`src/rtl/packer_sched_pkg.sv`:
```
// Shared types for the round-robin packing scheduler.
// Holds the FSM state enum and the source-ID width helper.
package packer_sched_pkg;

  typedef enum logic [1:0] {
    IDLE,
    COLLECT,
    EMIT
  } sched_state_e;

  function automatic int src_w(input int n);
    return (n > 1) ? $clog2(n) : 1;
  endfunction

endpackage

```
`src/rtl/packer_lane.sv`:
```
// Packing lane: FACTOR*IN_WIDTH register filled one slice per beat.
// A clear at frame start discards any previous frame contents.
module packer_lane #(
  parameter int FACTOR   = 3,
  parameter int IN_WIDTH = 8,
  localparam int CW      = $clog2(FACTOR)
) (
  input  logic                       clk,
  input  logic                       rstn,
  input  logic                       clr_i,
  input  logic                       load_i,
  input  logic [CW-1:0]              idx_i,
  input  logic [IN_WIDTH-1:0]        din_i,
  output logic [FACTOR*IN_WIDTH-1:0] lane_o
);

  logic [FACTOR*IN_WIDTH-1:0] lane_q;

  // Write the slice picked by the beat index, or clear for a new frame.
  always_ff @(posedge clk or negedge rstn) begin
    if (!rstn) begin
      lane_q <= '0;
    end else if (clr_i) begin
      lane_q <= '0;
    end else if (load_i) begin
      lane_q[int'(idx_i)*IN_WIDTH +: IN_WIDTH] <= din_i;
    end
  end

  assign lane_o = lane_q;

endmodule

```
`src/rtl/packer_rr_sched.sv`:
```
// Round-robin scheduler sharing one packing lane between requesters.
// Optional stall abort: define PACKER_SCHED_TIMEOUT_EN.
module packer_rr_sched
  import packer_sched_pkg::*;
#(
  parameter int FACTOR   = 3,
  parameter int IN_WIDTH = 8,
  parameter int NUM_REQ  = 2,
  parameter int TIMEOUT  = 16,
  localparam int SW      = src_w(NUM_REQ),
  localparam int CW      = $clog2(FACTOR)
) (
  input  logic                             clk,
  input  logic                             rstn,
  input  logic [NUM_REQ-1:0]               req_valid,
  input  logic [NUM_REQ-1:0][IN_WIDTH-1:0] req_data,
  output logic [NUM_REQ-1:0]               req_ready,
  output logic                             out_valid,
  input  logic                             out_ready,
  output logic [FACTOR*IN_WIDTH-1:0]       out_data,
  output logic [SW-1:0]                    out_src,
  output logic                             err_timeout
);

  sched_state_e         state_q;
  logic [SW-1:0]        grant_q;
  logic [SW-1:0]        last_q;
  logic [CW-1:0]        beat_q;
  logic [NUM_REQ-1:0]   ready_q;
  logic                 ovalid_q;
  logic                 arb_hit;
  logic [SW-1:0]        arb_idx;
  logic [SW-1:0]        cand;
  logic                 accept;
  logic                 last_beat;
  logic                 tmo_hit;

  // Pick the first valid requester after the last one served.
  always_comb begin
    arb_hit = 1'b0;
    arb_idx = '0;
    cand    = '0;
    for (int i = 1; i <= NUM_REQ; i++) begin
      cand = SW'((int'(last_q) + i) % NUM_REQ);
      if (!arb_hit && req_valid[cand]) begin
        arb_hit = 1'b1;
        arb_idx = cand;
      end
    end
  end

  assign accept    = ready_q[grant_q] && req_valid[grant_q];
  assign last_beat = (beat_q == CW'(FACTOR - 1));

`ifdef PACKER_SCHED_TIMEOUT_EN
  localparam int TW = $clog2(TIMEOUT + 1);
  logic [TW-1:0] stall_q;
  logic          err_q;

  // Count consecutive beat-less cycles within a frame.
  always_ff @(posedge clk or negedge rstn) begin
    if (!rstn) begin
      stall_q <= '0;
    end else if (state_q == COLLECT && !accept && !tmo_hit) begin
      stall_q <= stall_q + 1'b1;
    end else begin
      stall_q <= '0;
    end
  end

  assign tmo_hit     = (state_q == COLLECT) && !accept &&
                       (stall_q == TW'(TIMEOUT - 1));
  assign err_timeout = err_q;
`else
  logic unused_cfg;
  assign unused_cfg  = ^TIMEOUT;
  assign tmo_hit     = 1'b0;
  assign err_timeout = 1'b0;
`endif

  // Frame FSM: arbitrate, collect FACTOR beats, hold the packed word.
  always_ff @(posedge clk or negedge rstn) begin
    if (!rstn) begin
      state_q  <= IDLE;
      grant_q  <= '0;
      last_q   <= SW'(NUM_REQ - 1);
      beat_q   <= '0;
      ready_q  <= '0;
      ovalid_q <= 1'b0;
`ifdef PACKER_SCHED_TIMEOUT_EN
      err_q    <= 1'b0;
`endif
    end else begin
`ifdef PACKER_SCHED_TIMEOUT_EN
      err_q <= 1'b0;
`endif
      unique case (state_q)
        IDLE: begin
          if (arb_hit) begin
            grant_q <= arb_idx;
            ready_q <= NUM_REQ'(1) << arb_idx;
            beat_q  <= '0;
            state_q <= COLLECT;
          end
        end
        COLLECT: begin
          if (accept) begin
            if (last_beat) begin
              ready_q  <= '0;
              ovalid_q <= 1'b1;
              beat_q   <= '0;
              state_q  <= EMIT;
            end else begin
              beat_q <= beat_q + 1'b1;
            end
          end else if (tmo_hit) begin
            ready_q <= '0;
            beat_q  <= '0;
            last_q  <= grant_q;
            state_q <= IDLE;
`ifdef PACKER_SCHED_TIMEOUT_EN
            err_q   <= 1'b1;
`endif
          end
        end
        EMIT: begin
          if (out_ready) begin
            ovalid_q <= 1'b0;
            last_q   <= grant_q;
            state_q  <= IDLE;
          end
        end
        default: state_q <= IDLE;
      endcase
    end
  end

  packer_lane #(
    .FACTOR  (FACTOR),
    .IN_WIDTH(IN_WIDTH)
  ) u_lane (
    .clk   (clk),
    .rstn  (rstn),
    .clr_i (state_q == IDLE && arb_hit),
    .load_i(accept),
    .idx_i (beat_q),
    .din_i (req_data[grant_q]),
    .lane_o(out_data)
  );

  assign req_ready = ready_q;
  assign out_valid = ovalid_q;
  assign out_src   = grant_q;

endmodule
```
`config.mk`:
```
export PLATFORM = sky130hd
export DESIGN_NAME = packer_rr_sched
export DESIGN_NICKNAME = d
export VERILOG_FILES = /design/src/rtl/packer_sched_pkg.sv /design/src/rtl/packer_lane.sv /design/src/rtl/packer_rr_sched.sv
export SDC_FILE = /design/constraint.sdc
export NUM_CORES = 1
export LEC_CHECK = 0
export ABC_AREA = 1
export CAP_MARGIN = 20
export CORE_AREA = 2 2 60 84
export CTS_CLUSTER_SIZE = 40
export DETAILED_ROUTE_END_ITERATION = 10
export DIE_AREA = 0 0 62 86
export GPL_TIMING_DRIVEN = 0
export PLACE_DENSITY = 0.8
export SETUP_SLACK_MARGIN = 0.4
export SLEW_MARGIN = 5
export SYNTH_ARGS = -nofsm -noshare
export SYNTH_HDL_FRONTEND = slang
export SYNTH_SLANG_ARGS = --single-unit
export TNS_END_PERCENT = 20
```
`constraint.sdc`:
```
create_clock -name clk -period 1.4 [get_ports clk]
set_input_delay 0.28 -clock clk [delete_from_list [all_inputs] [get_ports clk]]
set_output_delay 0.28 -clock clk [all_outputs]
set_load 0.005 [all_outputs]
```
==> metrics.txt, run 1 <==
# TYPE chip_impl_metric gauge
chip_impl_metric{name="power.density_cell_area",unit="mW/mm²"} 668
chip_impl_metric{name="cts_made_buffers",unit=""} 5
chip_impl_metric{name="layout_worst_path_cycle_share",unit=""} 0.982
chip_impl_metric{name="num_io_pins",unit=""} 50
chip_impl_info{name="ys_top_cells_by_area",value="sky130_fd_sc_hd__dfrtp_1 (41%), sky130_fd_sc_hd__nand3_1 (14%), sky130_fd_sc_hd__nand2_1 (11%)"} 1
chip_impl_info{name="clock-root-buffer",value="sky130_fd_sc_hd__clkbuf_8"} 1
chip_impl_metric{name="leakage",unit="nW"} 1.44
chip_impl_metric{name="peak_supply_drop",unit="mV"} 0.427
chip_impl_metric{name="detail_route.drc_violations",unit=""} 0
chip_impl_metric{name="synth-edff-count",unit=""} 0
chip_impl_metric{name="synth-async-reset-ratio",unit=""} 1.00
chip_impl_metric{name="grt_start_max_net_pins",unit=""} 34
chip_impl_metric{name="path_max_fanout",unit=""} 7
chip_impl_metric{name="setup_violations",unit=""} 0
chip_impl_metric{name="final-hold-violation-count",unit=""} 0
chip_impl_metric{name="grt_first_pass_wirelength",unit="µm"} 8050
chip_impl_metric{name="muxShareOfSynthArea",unit=""} 0
chip_impl_metric{name="synthAdderAreaFrac",unit=""} 0.0323
chip_impl_info{name="crit-reg2reg-launch",value="beat_q[0]$_DFFE_PN0P_"} 1
chip_impl_metric{name="synth_fp_nets",unit=""} 265
chip_impl_metric{name="drive_gt1_frac",unit=""} 0.317
chip_impl_metric{name="first_global_vias",unit=""} 1815
chip_impl_metric{name="postLayoutSetupSlackWorst",unit="ns"} 0.0252
chip_impl_info{name="cp-start-kind",value="flop"} 1
chip_impl_metric{name="portBuffers",unit=""} 48
chip_impl_metric{name="dieWidth",unit="µm"} 62
chip_impl_metric{name="grt_antenna_before_repair",unit=""} 0
chip_impl_info{name="critPathLaunch",value="beat_q[0]$_DFFE_PN0P_"} 1
chip_impl_info{name="tritoncts",value="built"} 1
chip_impl_metric{name="dieHeight",unit="µm"} 86
chip_impl_metric{name="dp_cells",unit=""} 349
chip_impl_metric{name="fin_cells",unit=""} 381
chip_impl_info{name="holdCritPathClass",value="in2async"} 1
chip_impl_info{name="ys.flop_type",value="sky130_fd_sc_hd__dfrtp_1"} 1
chip_impl_metric{name="globalplace.congestion",unit=""} 0.880
chip_impl_info{name="dominant_combinational_cell_family_by_area_after_synthesis",value="simple AND/OR/NAND/NOR gates"} 1
chip_impl_metric{name="synthesis.instances",unit=""} 239
chip_impl_metric{name="antenna_cells",unit=""} 0
chip_impl_metric{name="clk_transition_reported_paths",unit="ns"} 0.07
chip_impl_metric{name="synth.yosys.warnings",unit=""} 0
chip_impl_metric{name="clock_tree.buffer_depth",unit=""} 2
chip_impl_info{name="status",value="complete, no violations"} 1
chip_impl_info{name="synth_top_area_cell",value="sky130_fd_sc_hd__dfrtp_1"} 1
chip_impl_metric{name="ys_seq_elements",unit=""} 33
chip_impl_metric{name="detail_route.first_pass.iterations",unit=""} 8
chip_impl_metric{name="critPathRequiredTime",unit="ns"} 1.63
chip_impl_metric{name="synth-xor-area-share",unit=""} 0
chip_impl_metric{name="fin_worst_skew",unit="ns"} 0.00593
chip_impl_metric{name="reg2reg_setup_slack",unit="ns"} 0.03
chip_impl_info{name="crit_end_element",value="flop"} 1
chip_impl_metric{name="grt_use_total",unit=""} 0.202
chip_impl_info{name="worstReg2RegEnd",value="u_lane.lane_o[5]$_DFFE_PN0P_"} 1
chip_impl_metric{name="yosys.area.top_type_share",unit=""} 0.414
chip_impl_metric{name="clock_tree.htree_level_count",unit=""} 2
chip_impl_metric{name="fp-row-count",unit=""} 29
chip_impl_info{name="crit_type",value="reg2reg"} 1
chip_impl_metric{name="postSynthAreaPerCell",unit="µm²"} 8.09
chip_impl_metric{name="worst_max_slew_margin_expressed_relative_to_the_limit",unit=""} 0.516
chip_impl_metric{name="via_total_after_detailed_routing",unit=""} 1957
chip_impl_metric{name="placeableCoreArea",unit="mm²"} 0.00454
chip_impl_metric{name="fin_nets",unit=""} 344
chip_impl_metric{name="filler_cell_count",unit=""} 423
chip_impl_metric{name="tritoncts_num_sinks",unit=""} 33
chip_impl_metric{name="area_occupied_by_registers",unit="µm²"} 828
chip_impl_metric{name="worst_ep_arrival_time",unit="ns"} 1.60
chip_impl_metric{name="slew_viol_final",unit=""} 0
chip_impl_metric{name="drt_first_iter_violations",unit=""} 127
chip_impl_metric{name="final_instance_area",unit="mm²"} 0.00271
chip_impl_metric{name="post-dp-hpwl",unit="µm"} 3490
chip_impl_info{name="synth.cells.most_frequent",value="sky130_fd_sc_hd__nand2_1 (58), sky130_fd_sc_hd__nand3_1 (54), sky130_fd_sc_hd__dfrtp_1 (32)"} 1
chip_impl_metric{name="start_util",unit=""} 0.426
chip_impl_metric{name="postRouteWirelength",unit="µm"} 5120
chip_impl_metric{name="wl_per_cell",unit="µm"} 13.4
chip_impl_metric{name="preCtsSetupSlack",unit="ns"} -0.277
chip_impl_metric{name="compound_cell_area_share_of_the_yosys_netlist",unit=""} 0.0433
chip_impl_info{name="synthMostInstantiatedCell",value="sky130_fd_sc_hd__nand2_1"} 1
chip_impl_metric{name="max_cap_viol_count",unit=""} 0
chip_impl_metric{name="syn-cell-area",unit="mm²"} 0.00193
chip_impl_metric{name="synth_sequential_area_ratio",unit=""} 0.428
chip_impl_metric{name="min_period",unit="ns"} 1.37
chip_impl_info{name="rsz0062_at_grt",value="yes"} 1
chip_impl_metric{name="post-layout-total-power",unit="mW"} 1.81
chip_impl_metric{name="worst-r2r-cell-count",unit=""} 6
chip_impl_metric{name="dpl_cell_area",unit="mm²"} 0.00250
chip_impl_metric{name="ys_types",unit=""} 26
chip_impl_metric{name="achievable-frequency",unit="MHz"} 727
chip_impl_metric{name="die_area",unit="mm²"} 0.00533
chip_impl_metric{name="layout-area-overhead-vs-synth",unit="%"} 40.1
chip_impl_metric{name="ant_nets",unit=""} 0
chip_impl_metric{name="insertion_delay",unit="ns"} 0.29
chip_impl_metric{name="max_slew.worst_pin.slew",unit="ns"} 0.725
chip_impl_metric{name="detail_route.vias_per_cell",unit=""} 5.14
chip_impl_metric{name="globalRoute.totalOverflow",unit=""} 0
chip_impl_metric{name="area_of_the_multi_input_gates",unit="mm²"} 0.00101
chip_impl_metric{name="synthSimpleGateAreaFrac",unit=""} 0.405
cell usage in the layout (no fill, tap or decap), types with 3 or more instances in the layout:
master                             n
sky130_fd_sc_hd__and2_1            7
sky130_fd_sc_hd__nor2_4            4
sky130_fd_sc_hd__nand4_1           6
sky130_fd_sc_hd__buf_6             6
sky130_fd_sc_hd__dfrtp_1          31
sky130_fd_sc_hd__inv_1            20
sky130_fd_sc_hd__inv_4             5
sky130_fd_sc_hd__nand3_1          52
sky130_fd_sc_hd__nor2_1           11
sky130_fd_sc_hd__nor2_2            3
sky130_fd_sc_hd__clkbuf_8          5
sky130_fd_sc_hd__buf_2            15
sky130_fd_sc_hd__nand2_1          58
sky130_fd_sc_hd__nand3b_1          8
sky130_fd_sc_hd__inv_2             3
sky130_fd_sc_hd__nand3_4           3
sky130_fd_sc_hd__nand2_2           4
sky130_fd_sc_hd__buf_4            23
sky130_fd_sc_hd__clkbuf_2         14
sky130_fd_sc_hd__clkdlybuf4s50_1  17
sequential cells by signal (all words and copies together), names as in the netlist:
register       count
u_lane.lane_o     24
state_q            2
req_ready          2
out_src            1
beat_q             2
last_q             1
out_valid          1
power by group:
part	internal (mW)	total [mW]	switching, mW
clock network	0.343	0.712	0.369
logic	0.0731	0.144	0.0708
registers	0.954	0.955	0.000960
layout make-up:
type	count	share of cell area
Sequential cell	33	0.306
Clock buffer	5	0.0254
Multi-Input combinational cell	172	0.372
Inverter	28	0.0434
Clock inverter	3	0.00646
Buffer	6	0.0235
Tap cell	62	0.0286
Timing Repair Buffer	72	0.195
worst max-delay path by stage:
stage,endpoint
6_report,u_lane.lane_o[5]$_DFFE_PN0P_
3_5_place_dp,u_lane.lane_o[14]$_DFFE_PN0P_
5_1_grt,u_lane.lane_o[7]$_DFFE_PN0P_
3_3_place_gp,req_ready[0]$_DFFE_PN0P_
2_1_floorplan,u_lane.lane_o[10]$_DFFE_PN0P_
4_1_cts,u_lane.lane_o[14]$_DFFE_PN0P_
per-stage QoR:
step / hold slack [ns] / TNS, ns / util
3_3_place_gp: 0.470 / -25.81 / 0.553
3_5_place_dp: 0.374 / -7.29 / 0.552
5_1_grt: 0.100 / -0.574 / 0.598
2_1_floorplan: -0.0156 / 0 / -
6_report: 0.0428 / 0 / 0.598
4_1_cts: 0.0598 / 0 / 0.606
worst max-delay path, cell delays in order (launching register included):
cell and delay, ns:
sky130_fd_sc_hd__dfrtp_2 0.43, sky130_fd_sc_hd__inv_4 0.09, sky130_fd_sc_hd__ha_2 0.26, sky130_fd_sc_hd__nand4_1 0.17, sky130_fd_sc_hd__nor2_4 0.20, sky130_fd_sc_hd__nand3_1 0.09, sky130_fd_sc_hd__nand2_1 0.08
kinds of logic (layout without fill, tap and decap cells):
group,count (synthesis),in the layout
AOI/OAI and AO/OA,8,8
other,1,1
and+or+nand+nor,158,158
buffers and inverters,34,114
adders and majority gates,5,5
DFF,33,33
timing repair:
item,4_1_cts,5_1_grt
setup buffers,22,2
gates resized for setup,37,85
endpoints found under the setup margin,60,61
pin swaps,8,13
hold buffers,0,0
gates cloned,0,0
layer usage:
| layer | global-route usage | share of wire | wire [µm] |
|---|---|---|---|
| met2 | 0.349 | 0.54 | 2780 |
| met5 | 0 | 0 | 0 |
| met4 | 0.0948 | 0.031 | 160 |
| met3 | 0.0422 | 0.049 | 253 |
| met1 | 0.226 | 0.38 | 1930 |
(Power assumes the default switching activity.)
==> inputs of run 2 (changes only) <==
- HOLD_SLACK_MARGIN: default -> 0.15
==> results of run 2 <==
No change in the layout: final DEF, timing and power equal those of run 1.
==> inputs of run 3 (changes only) <==
- CTS_CLUSTER_DIAMETER: default -> 100
- SLEW_MARGIN: 5 -> default
==> results of run 3 <==
No change in the layout: final DEF, timing and power equal those of run 1.
